[src/rtl/state_step_driver.sv]
// Push-button front end for the state register: synchronizes and debounces up/down buttons,
// then emits single-cycle step strobes with hold-to-auto-repeat and a tracked wrap-around state.
module state_step_driver #(
  parameter int unsigned DEBOUNCE_CYCLES = 16,
  parameter int unsigned REPEAT_DELAY    = 64,
  parameter int unsigned REPEAT_PERIOD   = 16,
  parameter int unsigned STATE_MAX       = 7
) (
  input  logic       clk,
  input  logic       rst,
  input  logic       btn_up,
  input  logic       btn_down,
  output logic       UpState,
  output logic       DownState,
  output logic [2:0] state,
  output logic       busy
);

  localparam int unsigned MaxA     = (DEBOUNCE_CYCLES > REPEAT_DELAY) ? DEBOUNCE_CYCLES
                                                                      : REPEAT_DELAY;
  localparam int unsigned MaxParam = (MaxA > REPEAT_PERIOD) ? MaxA : REPEAT_PERIOD;
  localparam int unsigned CntW     = $clog2(MaxParam) + 1;

  localparam logic [CntW-1:0] DebLast  = CntW'(DEBOUNCE_CYCLES - 1);
  localparam logic [CntW-1:0] HoldLast = CntW'(REPEAT_DELAY - 1);
  localparam logic [CntW-1:0] RepLast  = CntW'(REPEAT_PERIOD - 1);
  localparam logic [2:0]      StMax    = 3'(STATE_MAX);

  typedef enum logic [2:0] {
    StIdle,
    StDebPress,
    StHold,
    StRepeat,
    StDebRelease
  } fsm_e;

  fsm_e            fsm_q;
  logic            dir_up_q;
  logic [CntW-1:0] cnt_q;
  logic [1:0]      up_sync_q;
  logic [1:0]      down_sync_q;

  logic up_s, down_s, req_up, req_down, req_match, step;

  always_ff @(posedge clk or negedge rst) begin
    if (!rst) begin
      up_sync_q   <= 2'b00;
      down_sync_q <= 2'b00;
    end else begin
      up_sync_q   <= {up_sync_q[0], btn_up};
      down_sync_q <= {down_sync_q[0], btn_down};
    end
  end

  // Both buttons together decode as no request.
  always_comb begin
    up_s      = up_sync_q[1];
    down_s    = down_sync_q[1];
    req_up    = up_s & ~down_s;
    req_down  = down_s & ~up_s;
    req_match = dir_up_q ? req_up : req_down;
  end

  // A step fires on the terminal count of any pressing phase while the request persists.
  always_comb begin
    step = 1'b0;
    if (req_match) begin
      case (fsm_q)
        StDebPress: step = (cnt_q == DebLast);
        StHold:     step = (cnt_q == HoldLast);
        StRepeat:   step = (cnt_q == RepLast);
        default:    step = 1'b0;
      endcase
    end
  end

  always_ff @(posedge clk or negedge rst) begin
    if (!rst) begin
      fsm_q     <= StIdle;
      dir_up_q  <= 1'b0;
      cnt_q     <= '0;
      UpState   <= 1'b0;
      DownState <= 1'b0;
      state     <= 3'd0;
    end else begin
      UpState   <= step & dir_up_q;
      DownState <= step & ~dir_up_q;
      if (step) begin
        if (dir_up_q) state <= (state == StMax) ? 3'd0 : state + 3'd1;
        else          state <= (state == 3'd0) ? StMax : state - 3'd1;
      end

      case (fsm_q)
        StIdle: begin
          cnt_q <= '0;
          if (req_up || req_down) begin
            dir_up_q <= req_up;
            fsm_q    <= StDebPress;
          end
        end
        StDebPress: begin
          if (!req_match) begin
            fsm_q <= StIdle;
            cnt_q <= '0;
          end else if (step) begin
            fsm_q <= StHold;
            cnt_q <= '0;
          end else begin
            cnt_q <= cnt_q + 1'b1;
          end
        end
        StHold: begin
          if (!req_match) begin
            fsm_q <= StDebRelease;
            cnt_q <= '0;
          end else if (step) begin
            fsm_q <= StRepeat;
            cnt_q <= '0;
          end else begin
            cnt_q <= cnt_q + 1'b1;
          end
        end
        StRepeat: begin
          if (!req_match) begin
            fsm_q <= StDebRelease;
            cnt_q <= '0;
          end else if (step) begin
            cnt_q <= '0;
          end else begin
            cnt_q <= cnt_q + 1'b1;
          end
        end
        StDebRelease: begin
          // Any activity restarts the quiet-time count.
          if (up_s || down_s) begin
            cnt_q <= '0;
          end else if (cnt_q == DebLast) begin
            fsm_q <= StIdle;
            cnt_q <= '0;
          end else begin
            cnt_q <= cnt_q + 1'b1;
          end
        end
        default: begin
          fsm_q <= StIdle;
          cnt_q <= '0;
        end
      endcase
    end
  end

  always_comb busy = (fsm_q != StIdle);

endmodule

[config.mk]
export PLATFORM = sky130hd
export DESIGN_NAME = state_step_driver
export DESIGN_NICKNAME = d
export VERILOG_FILES = /design/src/rtl/state_step_driver.sv
export SDC_FILE = /design/constraint.sdc
export NUM_CORES = 1
export LEC_CHECK = 0
export BUFFER_PORTS_ARGS = -buffer_cell sky130_fd_sc_hd__buf_2
export CORE_ASPECT_RATIO = 0.8
export CORE_MARGIN = 2
export CORE_UTILIZATION = 50
export DETAILED_ROUTE_END_ITERATION = 6
export MAX_ROUTING_LAYER = met4
export PLACE_DENSITY = 0.69
export SKIP_LAST_GASP = 1
export SLEW_MARGIN = 20
export SYNTH_ARGS = -nofsm -noshare
export SYNTH_HDL_FRONTEND = slang
export SYNTH_SLANG_ARGS = --single-unit
[constraint.sdc]
create_clock -name clk -period 2.5 [get_ports clk]
set_input_delay 0 -clock clk [delete_from_list [all_inputs] [get_ports clk]]
set_output_delay 0 -clock clk [all_outputs]
set_load 0.01 [all_outputs]
Word level (Yosys, flattened, before mapping)

Index checks and enable logic that the tools add are counted.

Register bits: 20
Input bits: 4
Output and inout bits: 6
Logic and storage cells: 60

Add/sub/neg operators: 3
Eq/ne operators: 13
Multiplexer cells: 20
Bitwise operators: 7
Reduce and logical (&&, ||, !) cells: 9

Operators with widths:

| cell                                                                  | count |
|---|---|
| 3-bit 2-to-1 mux                                                      | 11 |
| 7-bit 2-to-1 mux                                                      | 4 |
| 3-bit case mux with 5 select lines                                    | 1 |
| 7-bit case mux with 2 select lines                                    | 1 |
| 2-bit != test, second input constant                                  | 4 |
| 7-bit by 1-bit adder with 7-bit output, second input constant         | 1 |
| 7-bit by 4-bit equality test with 1-bit output, second input constant | 1 |
| 7-bit by 6-bit equality test with 1-bit output, second input constant | 1 |
| 3-bit by 2-bit equality test with 1-bit output, second input constant | 2 |
| 3-bit equality test, second input constant                            | 2 |
| 3-bit zero test                                                       | 2 |
| 3-bit != test, second input constant                                  | 2 |
| 6-bit AND reduction                                                   | 1 |
| 1-bit bitwise AND                                                     | 4 |
| 3-bit by 1-bit adder with 3-bit output, second input constant         | 1 |
| 3-bit by 1-bit equality test with 1-bit output, second input constant | 1 |
| 1-bit inverter                                                        | 3 |
| 3-bit nonzero test                                                    | 1 |
| 3-bit OR reduction                                                    | 1 |
| 3-bit by 1-bit subtractor with 3-bit output, second input constant    | 1 |
| 1-bit logical OR                                                      | 2 |
| 1-bit 2-to-1 mux                                                      | 2 |
| 1-bit case mux with 2 select lines                                    | 1 |
| 2-bit AND reduction                                                   | 1 |
| 2-bit OR reduction                                                    | 1 |

Longest topological paths before layout

Depth in word-level cells: 7
Depth in mapped cells: 7

Worst setup path before layout

Ideal clock, no wire load.

Kind: reg2reg
From: register cnt_q[0]
To: register fsm_q[0]
Data arrival time: 1.327 ns
Data required time: 2.406 ns
Path slack: 1.079 ns
Cell stages (with the launch flop): 7
Buffers on the path: 1
Clock period less this slack: 1.421 ns
Cells stage by stage: dfrtp_1 ha_1 and4b_1 buf_6 a21boi_2 o21ai_1 a221oi_2

Word-level cells in the longest chain between the ends: 5
Elaborated cells between the ends (all ways): 8
Those cells by class: eq/ne: 5; mux: 2; reduce/logical: 1

Ends and longest elaborated chain:

| what                                                                                                             | line | text |
|---|---|---|
| start: declaration                                                                                               | 39   | `logic [CntW-1:0] cnt_q;` |
| start signal: assignment                                                                                         | 109  | `cnt_q <= cnt_q + 1'b1;` |
| start signal: assignment                                                                                         | 120  | `cnt_q <= cnt_q + 1'b1;` |
| start signal: assignment                                                                                         | 130  | `cnt_q <= cnt_q + 1'b1;` |
| 7-bit by 4-bit equality test with 1-bit output or 7-bit by 6-bit equality test with 1-bit output (tied branches) | --   |  |
| 1-bit case mux with 2 select lines                                                                               | 68   | `case (fsm_q)` |
| 1-bit 2-to-1 mux                                                                                                 | 67   | `if (req_match) begin` |
| 3-bit != test (no source line)                                                                                   | --   |  |
| 6-bit AND reduction (no source line) (*)                                                                         | --   |  |
| end signal: assignment                                                                                           | 79   | `fsm_q <= StIdle;` |
| end signal: assignment                                                                                           | 98   | `fsm_q <= StDebPress;` |
| end signal: assignment                                                                                           | 103  | `fsm_q <= StIdle;` |
| end: declaration                                                                                                 | 37   | `fsm_e fsm_q;` |

Every way passes the cells marked *; elsewhere a longest branch is shown, timed or not.
A chain may end at the register's enable or synchronous reset.

Worst setup path after layout

From: register cnt_q[0]
To: register cnt_q[6]

Word-level cells in the longest chain between the ends: 6
Elaborated cells between the ends (all ways): 10
Those cells by class: add/sub: 1; eq/ne: 2; mux: 7

Ends and longest elaborated chain:

| what                                                                           | line | text |
|---|---|---|
| branches (longest 5 deep; another with 7-bit by 1-bit adder with 7-bit output) | --   |  |
| 7-bit case mux with 2 select lines (*)                                         | 93   | `case (fsm_q)` |

Every way passes the cells marked *.

==> results.md <==
* Synth warn at 0
* Hold crit path type: in -> async
* PnR worst setup slack at 0.805 ns
* Clk sinks at 20
* Clock Path Buffers at 2
* Hold WS at 0.162 ns
* Ranking of synthesized cells by area: dfrtp_1, ha_1, nand2_1
* Final Slew Violations at 0
* IO buf count at 9
* Largest area contributor in the netlist: dfrtp_1
* Worst Path Max Fanout at 9
* P_leak at 0.552 nW
* Post-synth top cells: dfrtp_1, nand2_1, nor2_1
* Top-count cell post-synth: dfrtp_1
* Vias at 785
* Share of cells above drive strength 1 at 0.214
* Die X at 56.8 µm
* GRT Residual Overflow at 0
* Reg2reg setup slack at 0.80 ns
* Die height at 46.2 µm
* Postcts setup bufs at 0
* Routability cong. at 0.766
* Slew Limit Headroom at 0.706
* CTS root buf: clkbuf_4
* Nets at 130
* Core Region at 0.00214 mm²
* Worst path required time at 2.69 ns
* Max-Cap Viols at 0
* Actual slew at the worst max-slew pin at 0.442 ns
* Initial antenna violation count at 0
* Crit end category: flop
* Crit path kind: reg -> reg
* TritonRoute pass-1 iters at 4
* Synth cell types at 36
* Synthesized flop and latch total at 20
* Post-synth top area share at 0.449
* Drt wl/cell at 13.2 µm
* Period minus WS final at 1.70 ns
* Number of global-route vias before repair at 758
* Post-route insts no fill at 142
* Synth async-reset ratio at 1.00
* Number of diodes at 0
* Worst Skew at 0.00528 ns
* Worst slack, placed at 0.837 ns
* Inst Count DP at 135
* Max VDD drop at 0.422 mV
* Clk Latency, worst-skew pair at 0.30 ns
* Setup TNS at 0 ns
* Syn Std Cell Area at 0.00111 mm²
* Cell Rows at 15
* Reg2reg path depth at 5
* Design area at 0.00122 mm²
* Starting Density at 0.521
* Post-synthesis sequential area ratio at 0.449
* WP data arrival at 1.88 ns
* DP Area at 0.00115 mm²
* RSZ-0062 raised after global routing: no
* Worst reg2reg path endpoint: cnt_q[6]$_DFF_PN0_
* Fmax at 0.590 GHz
* DRT iter0 DRCs at 12
* Synth-to-Final Area Change at 9.20%
* Synth Net Count at 118
* Final hold violations at 0
* Post-synthesis cell count at 106
* Syn_area_per_cell at 10.5 µm²
* Antenna violation net count after detailed routing at 0
* Number of H-tree levels at 1
* Startpoint Class: flop
* Final period util at 0.678
* Pwr dens at 533 mW/mm²
* Number of flops mapped to enable cells by yosys at 0
* DRC viols at 0
* Overall Global Routing Usage at 0.182
* Status: finished, final reports clean
* DR vias/cell at 5.53
* Largest net degree at the start of global routing at 21
* FF-to-FF Start: cnt_q[0]$_DFF_PN0_
* # IOs at 10
* Post-DP HPWL at 1.38 mm
* DIE AREA at 0.00263 mm²
* Ys flop type: dfrtp_1
* CTS tree: yes
* Clk slew on worst S/H paths at 0.11 ns
* First-pass GRT wire length at 3.39 mm
* Total wire length at 1.88 mm
* Final number of setup-violating endpoints at 0
* TritonCTS buffer count at 3
through the flow:
step                total power, W   util
floorplan                 0.000448      -
global route              0.000688  0.569
detailed placement        0.000467  0.538
finish                    0.000649  0.569
global placement          0.000464  0.538
CTS                       0.000657  0.569
worst max-delay path, stage by stage (launching register included):
cell and delay [ns]:
dfrtp_1 0.41, ha_1 0.22, and4b_1 0.43, nand4_1 0.20, a31oi_4 0.25, a21oi_1 0.07
area by class of cell:
type | instances | area [µm²]
Fill cell | 194 | 922
Multi-Input combinational cell | 73 | 544
Sequential cell | 20 | 500
Timing Repair Buffer | 12 | 75.1
Clock buffer | 4 | 36.3
Tap cell | 25 | 31.3
Inverter | 8 | 30.0
registers in the layout, summed over array words and instances, names as in the netlist:
signal       flops
DownState        1
UpState          1
cnt_q            7
dir_up_q         1
down_sync_q      2
fsm_q            3
state            3
up_sync_q        2
timing repair:
| item | 4_1_cts | 5_1_grt |
|---|---|---|
| hold buffers | 3 | 0 |
| hold endpoints to repair | 22 | 0 |
| endpoints found under the setup margin | 0 | 0 |
| resized for setup | 0 | 0 |
routing by layer:
metal	vias to the layer above	part of all wire	GRT usage
li1	391	-	-
met1	381	0.51	0.235
met2	9	0.44	0.272
met3	4	0.030	0.0506
met4	0	0.021	0.0837
met5	-	0	-
how the worst max path moves through the flow:
stage,from,slack (ns),depth (start not counted),endpoint
after floorplan,cnt_q[0]$_DFF_PN0_,1.08,6,fsm_q[0]$_DFFE_PN0P_
after global placement,cnt_q[0]$_DFF_PN0_,0.93,5,cnt_q[4]$_DFF_PN0_
after detailed placement,cnt_q[0]$_DFF_PN0_,0.84,5,cnt_q[6]$_DFF_PN0_
after CTS,cnt_q[0]$_DFF_PN0_,0.81,5,cnt_q[6]$_DFF_PN0_
after global routing,cnt_q[0]$_DFF_PN0_,0.71,5,cnt_q[4]$_DFF_PN0_
final,cnt_q[0]$_DFF_PN0_,0.80,5,cnt_q[6]$_DFF_PN0_
cell families (layout without fill, tap and decap cells):
logic type	Yosys count	in the layout	share of synthesized area
and+or+nand+nor	37	37	0.191
AOI/OAI and AO/OA	21	21	0.144
DFF	20	20	0.449
buffers and inverters	13	24	0.0628
adders and majority gates	8	8	0.0898
xor gates and xnor gates	4	4	0.0314
muxes	3	3	0.0325
power breakdown:
group	switching (W)	internal [W]	total, W
logic	0.0000525	0.0000514	0.000104
registers	0.0000233	0.000337	0.000360
clock network	0.0000953	0.0000889	0.000184
cells in the final DEF (no fill, tap or decap), drive strengths merged, types with 2 or more instances in the layout:
master       instances
and4b                2
xor2                 2
ha                   8
nand4                2
inv                  8
buf                  9
mux2                 2
a31oi                4
nand2               10
nor3b                3
o21ai                7
a21oi                4
nor3                 2
nor2                11
dfrtp               20
clkbuf               4
nand3                4
xnor2                2
dlygate4sd3          3
No activity file was read; power rests on OpenSTA's default activity.
